### src/rtl/pipe_pkg.sv
// Shared pipeline definitions.
// Holds the datapath widths, the reset PC, the NOP encoding and the layout of
// the IF/ID register. The ID/EX and EX/MEM registers reuse the same layout.
package pipe_pkg;

  localparam int INSTR_W = 32;
  localparam int ADDR_W  = 32;

  localparam logic [ADDR_W-1:0]  RESET_PC  = 32'h0040_0000;
  // sll $0,$0,0
  localparam logic [INSTR_W-1:0] NOP_INSTR = 32'h0000_0000;

  typedef struct packed {
    logic [INSTR_W-1:0] instr;
    logic [ADDR_W-1:0]  pc4;
    logic               valid;
  } ifid_t;

  // Bubble contents: a NOP that is marked invalid.
  function automatic ifid_t make_bubble(input logic [INSTR_W-1:0] nop);
    ifid_t b;
    b.instr = nop;
    b.pc4   = '0;
    b.valid = 1'b0;
    return b;
  endfunction

endpackage

### src/rtl/ifid_reg.sv
// Pipeline register with hold and flush controls.
// Ports:
//   clk, rst_n : clock, asynchronous active-low reset (loads a bubble)
//   i_flush    : load a bubble at the next edge (wins over i_hold)
//   i_hold     : keep the current contents
//   i_d        : data loaded when neither flush nor hold is active
//   o_q        : register contents
module ifid_reg
  import pipe_pkg::*;
#(
  parameter logic [INSTR_W-1:0] NOP_INSTR = pipe_pkg::NOP_INSTR
) (
  input  logic  clk,
  input  logic  rst_n,
  input  logic  i_flush,
  input  logic  i_hold,
  input  ifid_t i_d,
  output ifid_t o_q
);

  ifid_t r_q;

  always_ff @(posedge clk or negedge rst_n) begin
    if (!rst_n) begin
      r_q <= make_bubble(NOP_INSTR);
    end else if (i_flush) begin
      // A flush squashes even a held instruction: it is on the wrong path.
      r_q <= make_bubble(NOP_INSTR);
    end else if (!i_hold) begin
      r_q <= i_d;
    end
  end

  assign o_q = r_q;

endmodule

### src/rtl/fetch_redirect_unit.sv
// IF stage: PC register, next-PC selection and the IF/ID register.
// Ports:
//   clk, rst_n            : clock, asynchronous active-low reset
//   stall                 : hold PC and IF/ID
//   br_sel, br_target     : taken branch from EX (highest priority)
//   jump_f, jump_target   : jump decoded in ID (only honoured when IF/ID is valid)
//   imem_addr/imem_rdata  : combinational instruction memory port (addr = PC)
//   ifid_instr/pc4/valid  : IF/ID register contents
//   flush_idex            : clear ID/EX at the next edge (= br_sel)
//   align_err             : sticky flag, a redirect target had addr[1:0] != 0
//   taken_cnt             : saturating count of redirects (branch + jump)
module fetch_redirect_unit
  import pipe_pkg::*;
#(
  parameter logic [31:0] RESET_PC  = pipe_pkg::RESET_PC,
  parameter logic [31:0] NOP_INSTR = pipe_pkg::NOP_INSTR,
  parameter int          CNT_W     = 16
) (
  input  logic             clk,
  input  logic             rst_n,
  input  logic             stall,
  input  logic             br_sel,
  input  logic [31:0]      br_target,
  input  logic             jump_f,
  input  logic [31:0]      jump_target,
  output logic [31:0]      imem_addr,
  input  logic [31:0]      imem_rdata,
  output logic [31:0]      ifid_instr,
  output logic [31:0]      ifid_pc4,
  output logic             ifid_valid,
  output logic             flush_idex,
  output logic             align_err,
  output logic [CNT_W-1:0] taken_cnt
);

  logic [ADDR_W-1:0] r_pc;
  logic [ADDR_W-1:0] w_pc_next;
  logic [ADDR_W-1:0] w_pc4;
  logic [ADDR_W-1:0] w_target;
  logic              w_jump_take;
  logic              w_redirect;
  logic              r_align_err;
  logic [CNT_W-1:0]  r_taken_cnt;
  ifid_t             w_ifid_d;
  ifid_t             w_ifid_q;

  assign w_pc4 = r_pc + 32'd4;  // modulo 2^32, wraps silently

  // A jump is only real if its instruction in IF/ID is valid; a stall
  // re-presents it next cycle, so it must not fire while stalled.
  assign w_jump_take = jump_f && w_ifid_q.valid && !stall;
  assign w_redirect  = br_sel || w_jump_take;
  assign w_target    = br_sel ? br_target : jump_target;

  always_comb begin
    w_pc_next = w_pc4;
    if (br_sel) begin
      w_pc_next = {br_target[ADDR_W-1:2], 2'b00};
    end else if (stall) begin
      w_pc_next = r_pc;
    end else if (w_jump_take) begin
      w_pc_next = {jump_target[ADDR_W-1:2], 2'b00};
    end
  end

  always_ff @(posedge clk or negedge rst_n) begin
    if (!rst_n) begin
      r_pc        <= RESET_PC;
      r_align_err <= 1'b0;
      r_taken_cnt <= '0;
    end else begin
      r_pc <= w_pc_next;
      if (w_redirect && (w_target[1:0] != 2'b00)) begin
        r_align_err <= 1'b1;
      end
      if (w_redirect && (r_taken_cnt != {CNT_W{1'b1}})) begin
        r_taken_cnt <= r_taken_cnt + 1'b1;
      end
    end
  end

  assign w_ifid_d.instr = imem_rdata;
  assign w_ifid_d.pc4   = w_pc4;
  assign w_ifid_d.valid = 1'b1;

  ifid_reg #(
    .NOP_INSTR (NOP_INSTR)
  ) u_ifid_reg (
    .clk     (clk),
    .rst_n   (rst_n),
    .i_flush (w_redirect),
    .i_hold  (stall),
    .i_d     (w_ifid_d),
    .o_q     (w_ifid_q)
  );

  assign imem_addr  = r_pc;
  assign ifid_instr = w_ifid_q.instr;
  assign ifid_pc4   = w_ifid_q.pc4;
  assign ifid_valid = w_ifid_q.valid;
  assign flush_idex = br_sel;
  assign align_err  = r_align_err;
  assign taken_cnt  = r_taken_cnt;

endmodule

### config.mk
export PLATFORM = sky130hd
export DESIGN_NAME = fetch_redirect_unit
export DESIGN_NICKNAME = d
export VERILOG_FILES = /design/src/rtl/pipe_pkg.sv /design/src/rtl/ifid_reg.sv /design/src/rtl/fetch_redirect_unit.sv
export SDC_FILE = /design/constraint.sdc
export NUM_CORES = 1
export LEC_CHECK = 0
export CAP_MARGIN = 10
export CORE_UTILIZATION = 50
export CTS_BUF_LIST = sky130_fd_sc_hd__clkbuf_4
export CTS_CLUSTER_SIZE = 20
export DETAILED_ROUTE_END_ITERATION = 12
export GPL_ROUTABILITY_DRIVEN = 0
export PLACE_DENSITY_LB_ADDON = 0.3
export REMOVE_ABC_BUFFERS = 1
export SYNTH_ARGS = -nofsm -noshare
export SYNTH_HDL_FRONTEND = slang
export SYNTH_HIERARCHICAL = 1
export SYNTH_SLANG_ARGS = --single-unit
### constraint.sdc
create_clock -name clk -period 3.6 [get_ports clk]
set_input_delay 0.54 -clock clk [delete_from_list [all_inputs] [get_ports clk]]
set_output_delay 0.54 -clock clk [all_outputs]
set_load 0.02 [all_outputs]
==> Word-level counts from Yosys, hierarchy flattened <==
Index checks and enable logic that the tools add are counted.
{ "word_totals": {"reg_bits": 114, "latch_bits": 0, "ram_bits": 0, "mem_bits_ro": 0, "in_bits": 101, "out_inout_bits": 115, "elab_cells": 24, "mem_count": 0} }
{ "classes": {"addsub": 2, "multipliers": 0, "div_mod_pow": 0, "magnitude_cmp": 0, "eq_ne": 3, "shifts": 0, "n_mux": 6, "n_bitwise": 0, "n_reduce_logical": 7} }
{ "op_table": {"columns": ["cell", "count"], "rows": [
  ["$mux W65", 2],
  ["$mux W32", 3],
  ["$add A32 B3 Y32 const B", 1],
  ["$add A16 B1 Y16 const B", 1],
  ["$ne A16 B16 Y1 const B", 1],
  ["$logic_and A1 B1 Y1", 4],
  ["$ne A2 B1 Y1 const B", 2],
  ["$mux W2", 1],
  ["$reduce_bool A2 Y1", 1],
  ["$logic_not A1 Y1", 1],
  ["$logic_or A1 B1 Y1", 1]
]} }

==> Longest topological paths before layout <==
{ "logic_depth": {"word_depth": 5, "ltp_mapped": 8, "depth_no_buf": 7} }

==> Modules after synthesis <==
The synthesis kept the hierarchy.
{ "modules_own_cells": {"columns": ["module", "instances", "cells_per_inst", "area_each_um2", "seq_area_each_um2"], "rows": [
  ["fetch_redirect_unit", 1, 407, 3364.5, 1177.4],
  ["ifid_reg", 1, 209, 2667.6, 1626.6]
]} }

==> Worst setup path before layout <==
No wires, ideal clock.
{ "synth_timing": {"path_kind": "register -> register", "start": "register r_pc[14] (netlist: imem_addr[14])", "end": "register u_ifid_reg.r_q, in the netlist u_ifid_reg/o_q[25]", "setup_time_ns": 0.132, "arrival_ns": 1.838, "t_required_ns": 3.468, "setup_slack_ns": 1.630, "stages_incl_launch_ff": 8, "path_buffers": 1, "period_less_slack_ns": 1.970, "cell_sequence": "dfrtp_1 -> buf_2 -> nand4_2 -> nor4_2 -> a21boi_0 -> or2_2 -> mux2i_1 -> nor2_1"} }
{ "synth_between": {"elab_chain_cells": 3} }
{ "synth_lines": {"columns": ["item", "line_no", "text"], "rows": [
  ["start, declared", "fetch_redirect_unit.sv:36", "logic [ADDR_W-1:0] r_pc;"],
  ["start signal, assigned", "fetch_redirect_unit.sv:72", "r_pc <= w_pc_next;"],
  ["$add A32 B3 Y32", "fetch_redirect_unit.sv:47", "assign w_pc4 = r_pc + 32'd4;"],
  ["named net w_pc4[24]", "fetch_redirect_unit.sv:38", "logic [ADDR_W-1:0] w_pc4;"],
  ["$mux W65", "ifid_reg.sv:29", "end else if (!i_hold) begin"],
  ["$mux W65", "ifid_reg.sv:26", "end else if (i_flush) begin"],
  ["end signal, assigned", "ifid_reg.sv:25", "r_q <= make_bubble(NOP_INSTR);"],
  ["end signal, assigned", "ifid_reg.sv:28", "r_q <= make_bubble(NOP_INSTR);"],
  ["end signal, assigned", "ifid_reg.sv:30", "r_q <= i_d;"],
  ["end, declared", "ifid_reg.sv:21", "ifid_t r_q;"]
]} }
The timed path passes the listed nets, and every way through them passes these cells. The select of a mux whose other input is x is not followed.
A chain may end at the register's enable or synchronous reset.

==> Final worst setup path <==
{ "layout_timing": {"start": "register r_pc[26] (netlist: imem_addr[26])", "end": "output port imem_addr[26]"} }
{ "layout_rtl": {"columns": ["item", "line_no", "text"], "rows": [
  ["end, declared", "fetch_redirect_unit.sv:26", "output logic [31:0] imem_addr,"]
]} }
No word-level cell between the ends.

==> results <==
- For this design the total switching power over the nets is 1.10 mW.
- TritonCTS created 9 clock buffers.
- The number of instances in the synthesized netlist is 616.
- The share of the clock period used by the worst path after layout is 0.629.
- The part of the Yosys area used for sequential elements is 0.465.
- The synthesis-to-layout area growth is 37.8%.
- In the final layout, the share of cells above drive strength 1 is 0.0661.
- The number of remaining DRC errors is 14.
- At the worst endpoint, the arrival time is 1.72 ns.
- The worst register-to-register path ends at u_ifid_reg/o_q[25].
- The count of buffers added on input and output ports is 213.
- The first-iteration detailed-routing DRC count is 484.
- The number of vias in the routed layout is 5581.
- For the final routed database, the setup TNS stands at 0 ns.
- For this run, the leading register cell type out of synthesis is sky130_fd_sc_hd__dfrtp_1.
- The number of endpoints with negative hold slack in the final report is 0.
- The number of setup buffers added after CTS is 0.
- Of the total power, the clock network draws 0.211.
- The core area is 11600 um^2.
- Walking the worst path, the cells encountered are clkdlybuf4s50_1.
- For this configuration, the core starts out at a cell density of 0.522.
- The final reports fail on design-rule violations.
- The achievable frequency is 442 MHz.
- The remaining antenna violation count after routing is 0.
- The power density over the cells is 386 nW/um^2.
- The clock insertion delay at the later pin of the skew report is 0.47 ns.
- Of the total power, combinational logic draws 0.309.
- The slack of the worst reg-to-reg path is 1.38 ns.
- The post-layout utilization of the core is 0.719.
- The clock root buffer master is sky130_fd_sc_hd__clkbuf_4.
- The number of global-route vias before repair is 5703.
- The finished cells cover 8310 um^2.
- Max-cap violations in this run came to 0.
- Of all nets on the critical path, the largest fanout is 9.
- The cell area reported after detailed placement is 8160 um^2.
- Setup repair after global routing left no endpoint under its margin.
- The die is 112 um wide.
- The count of yosys warnings during synthesis is 6.
- The flow ran to the end, but the final reports show violations.
- The class of the tightest hold or removal check is input pin to asynchronous set/reset pin.
- Counting both buffers and inverters, the worst setup path holds a total of 1.
- The total die area is 12500 um^2.
- Entering global routing, the biggest net connects 83 pins.
- The internal power consumption is 2.11 mW.
- The logic depth of the worst setup path including buffers is 1.
- The share of total power dissipated in sequential elements is 0.480.
- The worst reg2reg path startpoint is imem_addr[2].
- The die extent in y is 112 um.
- No sink is reached through more buffers than the 2 on the longest clock path.
- By area the synthesized netlist is led by sky130_fd_sc_hd__dfrtp_1 (46%), sky130_fd_sc_hd__mux2i_1 (11%), sky130_fd_sc_hd__nor2_1 (6.3%), sky130_fd_sc_hd__xnor2_1 (3.8%), sky130_fd_sc_hd__nand2_1 (3.1%).
- Summed over all layers, the routed wires come to 17.8 mm.
- The time the final worst path needs with I/O delays and setup is 2.26 ns.
- A synthesized cell averages 9.79 um^2.
- Global routing finished with a remaining overflow of 0.
- The highest-delay cell along the critical path is sky130_fd_sc_hd__clkdlybuf4s50_1.
- The share of synthesized registers carrying an async set or reset is 1.00.
- The worst setup path is of the flop to output port kind.
- The final-stage net count is 915.
- Summing all multi-input logic gate instances after layout gives 2920 um^2.
- The count of final setup violators is 0.
- The critical path launch point is imem_addr[26].
- The final setup skew is 0.0247 ns.
- On the worst path, the slowest cell contributes a delay of 0.70 ns.
- Row generation in the floorplan step produced 39 rows.
- The element type at the critical path end is an output port.
- The synthesized netlist contains 59 unique library cells.
- The area taken by flip-flops and latches is 2800 um^2.
- After detailed routing, the average wire length per cell comes to 18.5 um.
- The number of flip-flops and latches in the synthesized netlist is 112.
- The required time reported for the critical path endpoint is 3.06 ns.
- STA classifies the critical path startpoint as a flop.
- The clock transition at the registers of the reported paths is 0.19 ns.
- Headroom to the max-slew limit came out at 0.301.
- The top cell type's share of synthesized area is 0.460.
- The number of enable flip-flop cells after synthesis is 0.
- The number of diodes is 0.
- The initial antenna violation count is 0.
- Hold timing on the final database bottoms out at a slack of 0.219 ns.
- The family of cells with the greatest summed delay on the critical path is buffers and inverters.
- The TritonCTS clock tree is done.
- In this run the count of I/O pins placed on the die edge is 216.
- The global-route wire length before repair is 28.6 mm.
- The number of instances resized during post-cts repair is 0.
- sky130_fd_sc_hd__dfrtp_1 takes more of the synthesized area than any other cell.
- The detailed-route vias per instance is 5.81.
- The worst-case IR drop observed on VDD is 391 uV.
- The placed wire-length estimate after detailed placement is 12.7 mm.
- The H-tree was split into 3 levels.
- The total routing resource utilization after global routing is 0.288.
- The overall power of the completed layout is 3.21 mW.
- The transition time at the pin with the least slew margin is 1.05 ns.
- The post-synthesis instance area is 6030 um^2.
- The clock drives 112 sinks.
- The worst reg-to-reg path cell count is 7.
- The count of hold-fix buffers inserted at cts is 0.
- The filler cell count in the final layout is 894.
- The number of slew-limit violations in the final report is 0.
- The total iterations of the first detailed-routing run is 9.
- Of the total power, the share spent switching nets is 0.343.
- The analysis attributes to cell leakage a power of 3.73 nW.
cells by family after synthesis:
kind of cell / Yosys count / share of synthesized area
muxes: 71 / 0.119
xor gates and xnor gates: 40 / 0.0581
buffers and inverters: 55 / 0.0527
DFF: 112 / 0.465
adders and majority gates: 2 / 0.00415
other: 2 / 0.00125
AOI/OAI and AO/OA: 100 / 0.113
and+or+nand+nor: 234 / 0.187
area by class of cell:
class | count | area share
flip-flops and latches | 112 | 0.337
repair buffers | 222 | 0.265
inverters | 15 | 0.00677
clock inverters | 6 | 0.00888
well taps | 143 | 0.0215
clock buffers | 10 | 0.00903
multi-input cells | 452 | 0.351
flip-flops by register name (all words and copies together), names as in the netlist:
register / flops
taken_cnt: 16
u_ifid_reg/o_q: 65
align_err: 1
imem_addr: 30
power by group through the flow:
| stage | registers (mW) | clock network, mW | logic, mW |
|---|---|---|---|
| global placement | 1.55 | 0 | 0.964 |
| CTS | 1.54 | 0.685 | 0.993 |
| floorplan | 1.69 | 0 | 0.315 |
| global route | 1.56 | 0.722 | 1.06 |
| detailed placement | 1.56 | 0 | 0.988 |
| finish | 1.54 | 0.676 | 0.993 |
stage by stage:
stage               setup slack (ns)  std cells
finish                          1.34        960
global route                    1.25        960
CTS                             1.32        960
detailed placement             0.986        944
global placement                1.09        944
floorplan                       1.34        579
synth_stat cells, drive strengths merged, types with 4 or more instances:
library cell and instances:
o21ai 17, mux2i 67, buf 21, xor2 14
nand2 50, o211ai 8, xnor2 26, inv 15
dfrtp 111, and4 4, nand4 15, nor4 6
mux2 4, a31o 10, nand3 19, a21oi 28
a31oi 5, nor2 101, and3 18, clkbuf 19
nor3 12
worst max-delay path by stage:
stage / slack [ns] / endpoint
6_report: 1.34 / imem_addr[26]
5_1_grt: 1.25 / u_ifid_reg/o_q[25]
4_1_cts: 1.32 / imem_addr[26]
3_5_place_dp: 0.99 / taken_cnt[5]
3_3_place_gp: 1.09 / imem_addr[23]
2_1_floorplan: 1.34 / u_ifid_reg/o_q[0]
cells in the final DEF (no fill, tap or decap), types with 3 or more instances in the layout:
master | Yosys | routed
sky130_fd_sc_hd__mux2i_1 | 67 | 67
sky130_fd_sc_hd__o31a_1 | 3 | 3
sky130_fd_sc_hd__clkdlybuf4s50_1 | 0 | 210
sky130_fd_sc_hd__and2_1 | 3 | 3
sky130_fd_sc_hd__a221oi_1 | 3 | 3
sky130_fd_sc_hd__a221o_1 | 3 | 3
sky130_fd_sc_hd__o31ai_1 | 3 | 3
sky130_fd_sc_hd__inv_6 | 0 | 3
sky130_fd_sc_hd__xor2_1 | 14 | 14
sky130_fd_sc_hd__o21a_1 | 3 | 3
sky130_fd_sc_hd__clkbuf_4 | 0 | 10
sky130_fd_sc_hd__nand2_1 | 50 | 50
sky130_fd_sc_hd__nor2_1 | 101 | 101
sky130_fd_sc_hd__a31o_2 | 10 | 10
sky130_fd_sc_hd__mux2_2 | 4 | 4
sky130_fd_sc_hd__nor4_1 | 3 | 3
sky130_fd_sc_hd__nand3_1 | 19 | 19
sky130_fd_sc_hd__nor3_1 | 12 | 12
sky130_fd_sc_hd__and4_1 | 3 | 3
sky130_fd_sc_hd__o21ai_0 | 17 | 17
sky130_fd_sc_hd__a21oi_1 | 28 | 28
sky130_fd_sc_hd__dfrtp_1 | 111 | 111
sky130_fd_sc_hd__inv_1 | 15 | 14
sky130_fd_sc_hd__o211ai_1 | 8 | 8
sky130_fd_sc_hd__conb_1 | 2 | 5
sky130_fd_sc_hd__a31oi_1 | 5 | 5
sky130_fd_sc_hd__and3_1 | 18 | 18
sky130_fd_sc_hd__buf_4 | 4 | 10
sky130_fd_sc_hd__nand4_1 | 12 | 12
sky130_fd_sc_hd__xnor2_1 | 26 | 26
routing by layer:
| layer | GRT usage | part of all wire |
|---|---|---|
| met1 | 0.371 | 0.40 |
| met5 | 0 | 0 |
| met4 | 0.107 | 0.022 |
| met2 | 0.472 | 0.48 |
| met3 | 0.0664 | 0.089 |
Note: power is estimated with default switching activity, not from simulation.
